<file path="src/rtl/mul_seq_pkg.sv">
// -----------------------------------------------------------------------------
// mul_seq_pkg
// Purpose : Shared definitions for the shift-add multiply sequencer.
//           Holds the sequencer state encoding, the number of shift-add steps
//           per product for the default operand width, and a small helper that
//           sizes the bit counter inside the datapath.
// Ports   : none (package)
// -----------------------------------------------------------------------------
package mul_seq_pkg;

    // One shift-add step per operand bit; this is the default operand width,
    // so one full product takes MUL_CYCLES clock cycles.
    localparam int MUL_CYCLES = 32;

    // Sequencer states, in the order a command walks through them.
    typedef enum logic [2:0] {
        IDLE  = 3'd0,
        READ  = 3'd1,
        LATCH = 3'd2,
        MUL   = 3'd3,
        WB    = 3'd4,
        DONE  = 3'd5
    } state_e;

    // Width of a counter that must hold values 0 .. n-1 (at least one bit).
    function automatic int cnt_bits(input int n);
        return (n <= 2) ? 1 : $clog2(n);
    endfunction

endpackage

</file>
<file path="src/rtl/shift_add_core.sv">
// -----------------------------------------------------------------------------
// shift_add_core
// Purpose : Datapath for one shift-add multiplication. Holds the shifting
//           multiplicand (Rs), the shifting multiplier (Rm), the accumulator
//           and the step counter. A load clears the accumulator and counter;
//           each step conditionally adds Rs, then shifts Rs left and Rm right.
//           After WIDTH steps the accumulator holds (Rs*Rm) mod 2^WIDTH.
// Ports   : clk          - system clock
//           reset        - synchronous active-high reset
//           load_i       - load new operands (takes priority over step_i)
//           step_i       - perform one shift-add step
//           load_rs_i    - multiplicand to load
//           load_rm_i    - multiplier to load
//           acc_o        - current accumulator value
//           acc_next_o   - accumulator value after this cycle's edge
//           done_bit_o   - high on the step that completes the product
// -----------------------------------------------------------------------------
module shift_add_core
    import mul_seq_pkg::*;
#(
    parameter int WIDTH = MUL_CYCLES
) (
    input  logic             clk,
    input  logic             reset,
    input  logic             load_i,
    input  logic             step_i,
    input  logic [WIDTH-1:0] load_rs_i,
    input  logic [WIDTH-1:0] load_rm_i,
    output logic [WIDTH-1:0] acc_o,
    output logic [WIDTH-1:0] acc_next_o,
    output logic             done_bit_o
);

    localparam int CB = cnt_bits(WIDTH);
    localparam logic [CB-1:0] LAST_STEP = CB'(WIDTH - 1);

    logic [WIDTH-1:0] rs_q, rs_d;
    logic [WIDTH-1:0] rm_q, rm_d;
    logic [WIDTH-1:0] acc_q, acc_d;
    logic [CB-1:0]    bit_cnt_q, bit_cnt_d;

    // Next-state datapath: a load restarts the product from scratch, otherwise
    // a step adds the multiplicand when the multiplier LSB is set and shifts
    // both operands. With neither strobe everything simply holds.
    always_comb begin
        rs_d      = rs_q;
        rm_d      = rm_q;
        acc_d     = acc_q;
        bit_cnt_d = bit_cnt_q;
        if (load_i) begin
            rs_d      = load_rs_i;
            rm_d      = load_rm_i;
            acc_d     = '0;
            bit_cnt_d = '0;
        end else if (step_i) begin
            if (rm_q[0]) begin
                acc_d = acc_q + rs_q;
            end
            rs_d      = rs_q << 1;
            rm_d      = rm_q >> 1;
            bit_cnt_d = bit_cnt_q + 1'b1;
        end
    end

    // Datapath registers with synchronous clear.
    always_ff @(posedge clk) begin
        if (reset) begin
            rs_q      <= '0;
            rm_q      <= '0;
            acc_q     <= '0;
            bit_cnt_q <= '0;
        end else begin
            rs_q      <= rs_d;
            rm_q      <= rm_d;
            acc_q     <= acc_d;
            bit_cnt_q <= bit_cnt_d;
        end
    end

    // The step counter never stops early, so every product takes exactly
    // WIDTH steps regardless of the operand values.
    assign done_bit_o = step_i && (bit_cnt_q == LAST_STEP);
    assign acc_o      = acc_q;
    assign acc_next_o = acc_d;

endmodule

</file>
<file path="src/rtl/mul_seq_unit.sv">
// -----------------------------------------------------------------------------
// mul_seq_unit
// Purpose : Self-timed multiply loop sitting next to a register file. On a
//           start command it reads Rs and Rm, multiplies them with a shift-add
//           datapath, writes the low WIDTH bits of the product to Rd, then
//           feeds the product back as the new Rm for iter_count iterations
//           (0 behaves as 1). Every iteration result is written back.
// Ports   : clk, reset            - clock, synchronous active-high reset
//           start                 - command strobe, only honoured in IDLE
//           rs_addr/rm_addr       - operand register addresses
//           rd_addr               - destination register for every result
//           iter_count            - number of iterations
//           in_address_1/2        - register file read addresses
//           read_enable_1/2       - register file read strobes
//           out_data_1/2          - register file read data (1-cycle latency)
//           write_address/data    - register file write port
//           write_enable          - one-cycle write strobe per iteration
//           busy                  - high whenever not IDLE
//           done                  - one-cycle pulse after the final write
// -----------------------------------------------------------------------------
module mul_seq_unit
    import mul_seq_pkg::*;
#(
    parameter int WIDTH  = MUL_CYCLES,
    parameter int ADDR_W = 4,
    parameter int CNT_W  = 6
) (
    input  logic              clk,
    input  logic              reset,
    input  logic              start,
    input  logic [ADDR_W-1:0] rs_addr,
    input  logic [ADDR_W-1:0] rm_addr,
    input  logic [ADDR_W-1:0] rd_addr,
    input  logic [CNT_W-1:0]  iter_count,
    output logic [ADDR_W-1:0] in_address_1,
    output logic [ADDR_W-1:0] in_address_2,
    output logic              read_enable_1,
    output logic              read_enable_2,
    input  logic [WIDTH-1:0]  out_data_1,
    input  logic [WIDTH-1:0]  out_data_2,
    output logic [ADDR_W-1:0] write_address,
    output logic [WIDTH-1:0]  write_data,
    output logic              write_enable,
    output logic              busy,
    output logic              done
);

    state_e state_q, state_d;

    logic [ADDR_W-1:0] rd_addr_q, rd_addr_d;
    logic [CNT_W-1:0]  count_q, count_d;
    logic [WIDTH-1:0]  rs_orig_q, rs_orig_d;

    logic              core_load;
    logic              core_step;
    logic [WIDTH-1:0]  core_load_rs;
    logic [WIDTH-1:0]  core_load_rm;
    logic [WIDTH-1:0]  core_acc;
    logic [WIDTH-1:0]  core_acc_next;
    logic              core_done_bit;

    logic [ADDR_W-1:0] in_address_1_q, in_address_1_d;
    logic [ADDR_W-1:0] in_address_2_q, in_address_2_d;
    logic              read_enable_q, read_enable_d;
    logic [ADDR_W-1:0] write_address_q, write_address_d;
    logic [WIDTH-1:0]  write_data_q, write_data_d;
    logic              write_enable_q, write_enable_d;
    logic              busy_q, busy_d;
    logic              done_q, done_d;

    // The operand copy of Rs is kept here so every iteration multiplies by
    // the value read at the start, even if Rd aliases Rs. After LATCH the
    // datapath is reloaded from this copy with the previous product as Rm.
    assign core_load    = (state_q == LATCH) || (state_q == WB);
    assign core_step    = (state_q == MUL);
    assign core_load_rs = (state_q == LATCH) ? out_data_1 : rs_orig_q;
    assign core_load_rm = (state_q == LATCH) ? out_data_2 : core_acc;

    shift_add_core #(
        .WIDTH (WIDTH)
    ) u_core (
        .clk        (clk),
        .reset      (reset),
        .load_i     (core_load),
        .step_i     (core_step),
        .load_rs_i  (core_load_rs),
        .load_rm_i  (core_load_rm),
        .acc_o      (core_acc),
        .acc_next_o (core_acc_next),
        .done_bit_o (core_done_bit)
    );

    // State and command registers. Reset returns everything to IDLE with the
    // latched command cleared, which also aborts any loop in progress.
    always_ff @(posedge clk) begin
        if (reset) begin
            state_q   <= IDLE;
            rd_addr_q <= '0;
            count_q   <= '0;
            rs_orig_q <= '0;
        end else begin
            state_q   <= state_d;
            rd_addr_q <= rd_addr_d;
            count_q   <= count_d;
            rs_orig_q <= rs_orig_d;
        end
    end

    // Next-state logic. A start is only looked at in IDLE, so pulses during
    // a run are dropped rather than queued. WB decides between another
    // iteration and finishing by checking whether this was the last count.
    always_comb begin
        state_d   = state_q;
        rd_addr_d = rd_addr_q;
        count_d   = count_q;
        rs_orig_d = rs_orig_q;
        unique case (state_q)
            IDLE: begin
                if (start) begin
                    state_d   = READ;
                    rd_addr_d = rd_addr;
                    count_d   = (iter_count == '0) ? CNT_W'(1) : iter_count;
                end
            end
            READ: begin
                state_d = LATCH;
            end
            LATCH: begin
                state_d   = MUL;
                rs_orig_d = out_data_1;
            end
            MUL: begin
                if (core_done_bit) begin
                    state_d = WB;
                end
            end
            WB: begin
                count_d = count_q - 1'b1;
                state_d = (count_q == CNT_W'(1)) ? DONE : MUL;
            end
            DONE: begin
                state_d = IDLE;
            end
            default: begin
                state_d = IDLE;
            end
        endcase
    end

    // Output decode from the upcoming state so that the registered outputs
    // line up with the state they belong to. The read addresses come from the
    // live inputs because READ is only ever entered from IDLE on the start
    // edge; the write data is the accumulator value the final step produces.
    always_comb begin
        busy_d          = (state_d != IDLE);
        done_d          = (state_d == DONE);
        read_enable_d   = (state_d == READ);
        in_address_1_d  = '0;
        in_address_2_d  = '0;
        write_enable_d  = (state_d == WB);
        write_address_d = '0;
        write_data_d    = '0;
        if (state_d == READ) begin
            in_address_1_d = rs_addr;
            in_address_2_d = rm_addr;
        end
        if (state_d == WB) begin
            write_address_d = rd_addr_q;
            write_data_d    = core_acc_next;
        end
    end

    // Output registers; reset forces every output low on the next edge.
    always_ff @(posedge clk) begin
        if (reset) begin
            in_address_1_q  <= '0;
            in_address_2_q  <= '0;
            read_enable_q   <= 1'b0;
            write_address_q <= '0;
            write_data_q    <= '0;
            write_enable_q  <= 1'b0;
            busy_q          <= 1'b0;
            done_q          <= 1'b0;
        end else begin
            in_address_1_q  <= in_address_1_d;
            in_address_2_q  <= in_address_2_d;
            read_enable_q   <= read_enable_d;
            write_address_q <= write_address_d;
            write_data_q    <= write_data_d;
            write_enable_q  <= write_enable_d;
            busy_q          <= busy_d;
            done_q          <= done_d;
        end
    end

    assign in_address_1  = in_address_1_q;
    assign in_address_2  = in_address_2_q;
    assign read_enable_1 = read_enable_q;
    assign read_enable_2 = read_enable_q;
    assign write_address = write_address_q;
    assign write_data    = write_data_q;
    assign write_enable  = write_enable_q;
    assign busy          = busy_q;
    assign done          = done_q;

endmodule

</file>
<file path="config.mk">
export PLATFORM = sky130hd
export DESIGN_NAME = mul_seq_unit
export DESIGN_NICKNAME = d
export VERILOG_FILES = /design/src/rtl/mul_seq_pkg.sv /design/src/rtl/shift_add_core.sv /design/src/rtl/mul_seq_unit.sv
export SDC_FILE = /design/constraint.sdc
export NUM_CORES = 1
export LEC_CHECK = 0
export CELL_PAD_IN_SITES_DETAIL_PLACEMENT = 0
export CELL_PAD_IN_SITES_GLOBAL_PLACEMENT = 1
export CORE_MARGIN = 2
export CORE_UTILIZATION = 30
export DETAILED_ROUTE_END_ITERATION = 10
export PLACE_DENSITY_LB_ADDON = 0.05
export SLEW_MARGIN = 10
export SYNTH_ARGS = -nofsm -noshare
export SYNTH_HDL_FRONTEND = slang
export SYNTH_SLANG_ARGS = --single-unit
</file>
<file path="constraint.sdc">
create_clock -name clk -period 3 [get_ports clk]
set_input_delay 0.6 -clock clk [delete_from_list [all_inputs] [get_ports clk]]
set_output_delay 0.6 -clock clk [all_outputs]
set_load 0.01 [all_outputs]
</file>
==> metrics.cfg <==
[synthesis]
synth_fp_nets = 1219
synth_top_area_share_pct = 41.76
synth_commonest_cells = dfxtp_1 (194), nor2_1 (167), nand2_1 (120)
async_flop_share_pct = 0
synth_area_um2 = 9300
yosys.cell_count.top_type = dfxtp_1
synth_area_leader_cell = dfxtp_1
synth.distinct_cells = 65
yosys_warnings = 0
netlist_instances = 1098
avgSynthCellArea_um2 = 8.470
synthTopCellsByArea = dfxtp_1 (42%), mux2i_1 (7.7%), nor2_1 (6.7%)
ys_ff_latch = 194
seq_area_frac_synth_pct = 41.76
synth_ff_type = dfxtp_1
synth_edf_count = 0

[layout]
fillerInstances = 3214
seq_area_um2 = 3890
drive_above_1_share_pct = 9.365
layout.nets = 1336
n_antenna_cell = 0
multi_input_area_um2 = 5079
areaGrowthSynthToFinish_pct = 26.21

[critical_path]
start_kind = flop
worst-path-max-fanout = 4
endpoint_kind = flop
cp.required_ps = 3390
cp.arrival_ps = 3250
crit_type = reg -> reg

[timing]
min_period_over_period_pct = 95.27
whs_ps = 460.2
period_minus_slack_ps = 2858
max-slew-margin-rel_pct = 39.67
setup_violations = 0
slew_viol_final = 0
max_freq_ghz = 0.3499
worst_pin_slew_ps = 905.0
worst_slack_ps = 141.8
clock_skew_ps = 14.73
hold_violations = 0

[cts]
htreeDepth = 4
cts_made_buffers = 17
cts.path.max_buffers = 2
cts_sinks = 194
cts_tree = built
clk_pin_slew_ps = 80
clock_latency_ps = 460
cts-root-buf = clkbuf_16
hold_buffers = 0

[placed_design]
place.gp.congestion = 0.8096
place_ws_ps = 123.1
io_buffers = 133
hpwl_um = 22820

[power]
ir_worst_vdd_v = 0.0004304
p_comb_share_pct = 13.8
powerDensity_nw_per_um2 = 494.7
intPower_mw = 4.138
leakagePower_nw = 4.422
swShare_pct = 28.74
p_clk_share_pct = 38.7
power.switching_mw = 1.669
pwr-share-seq_pct = 47.5

[die]
floorplan.initialDensity_pct = 30.40
die_h_um = 180.1
rows = 64
coreArea_um2 = 30590
die_area_um2 = 32430
fp.dieW_um = 180.1
io_pins = 134

[detailed_routing]
drt_iter0_markers = 484
antenna_left = 0
vias = 8266
drt-pass1-iter-count = 5
wl_per_cell_um = 19.19
drc = 0
routed_wl_um = 31170
vias_per_cell = 5.090

[grt]
antenna_found_initial = 1
grt_pass1_vias = 8235
grt_pass1_wl_um = 48650
grt.overflow.total = 0
grt_use_total_pct = 19.37
grt_max_degree = 77

[status]
outcome = complete, no violations

[worst_hold_path]
hp-class = reg -> reg

[run]
cap_viol_max_count = 0

## path summary, 6_finish.rpt
kind                                      from               end  slack, ps  cells past startpoint
worst max register to register  u_core.rs_q[0]  u_core.acc_o[30]        140                     11
worst min register to register    rs_orig_q[9]      rs_orig_q[9]        460                      2
worst max-delay path            u_core.rs_q[0]  u_core.acc_o[30]        140                     11
worst min-delay path              rs_orig_q[9]      rs_orig_q[9]        460                      2
## cells by family after synthesis
| group | count (synthesis) | synth area share, % |
|---|---|---|
| AO/OA/AOI/OAI | 276 | 20.52 |
| XOR/XNOR | 18 | 1.695 |
| adder cells (fa/ha/maj) | 36 | 4.924 |
| buffers and inverters | 94 | 3.915 |
| flip-flops | 194 | 41.76 |
| multiplexers | 72 | 7.749 |
| AND/OR/NAND/NOR | 408 | 19.44 |
## critical path, cell delays in order (launching register included)
cell,delay (ps)
dfxtp_2,350
ha_1,170
inv_1,50
fa_1,370
and2b_1,240
o31a_1,250
o31ai_4,90
a21boi_4,270
a41oi_4,170
o31a_1,340
or4_1,410
nand3_1,80
## layout make-up
type / count / share of cell area [%]
Sequential cell: 194 / 33.14
Clock buffer: 18 / 3.656
Inverter: 18 / 0.5756
Multi-Input combinational cell: 810 / 43.27
Timing Repair Buffer: 174 / 14.05
Clock inverter: 14 / 1.087
Tap cell: 396 / 4.221
## registers in the layout, indices dropped and copies added, names as in the netlist, 5 cells and up
register          flops
u_core.rs_q          32
rs_orig_q            32
count_q               6
u_core.acc_o         32
write_data           32
u_core.rm_q          32
u_core.bit_cnt_q      5
## metrics by stage
stage / total power [mW] / util (%) / cells / setup TNS (ps) / cell area, um2
2_1_floorplan: 3.284 / - / 1098 / 0 / 9300
3_3_place_gp: 3.632 / 36.48 / 1591 / 0 / 11160
3_5_place_dp: 3.628 / 36.48 / 1591 / 0 / 11160
4_1_cts: 5.885 / 38.30 / 1623 / 0 / 11720
5_1_grt: 6.080 / 38.37 / 1624 / -7.232 / 11740
6_report: 5.807 / 38.37 / 1624 / 0 / 11740
## routing by layer
layer  track usage [%]  wire length [um]  up-vias
li1                  -                 -     4161
met1             26.28             15180     3971
met2             31.80             14740      113
met3             3.234               814       21
met4             5.419               440        0
met5                 0                 0        -
## power by group through the flow
stage / sequential [mW] / clock (mW) / combinational, mW
after floorplan: 2.79 / 0 / 0.491
after global placement: 2.82 / 0 / 0.813
after detailed placement: 2.82 / 0 / 0.808
after CTS: 2.76 / 2.31 / 0.812
after global routing: 2.77 / 2.42 / 0.886
final: 2.76 / 2.25 / 0.802
## placed cells by master (no fill, tap or decap), types with 3 or more instances in the layout
cell,n
dfxtp_1,191
nand2_1,120
clkbuf_16,17
inv_1,18
clkinv_4,4
a221oi_1,40
nor3_1,17
a21oi_1,102
and3_1,8
or4_1,4
o21bai_1,7
or2_2,5
a31oi_1,8
a22oi_1,6
o221a_2,19
mux2i_1,72
buf_4,41
o21ai_0,36
nor4_1,3
ha_1,35
clkdlybuf4s50_1,132
xor2_1,8
nor2_1,165
nor2b_1,7
and2_1,21
nand3_1,24
or3_1,7
o31a_1,3
nand4_1,12
a211oi_1,5
a21o_1,9
inv_8,3
o21a_1,10
xnor2_1,10
## what timing repair did
action | 4_1_cts | 5_1_grt
setup endpoints to repair | 0 | 8
buffers inserted | 0 | 1
endpoints found under the hold margin | 0 | 0
gates resized for setup | 0 | 4
No activity file was read; power rests on OpenSTA's default activity.
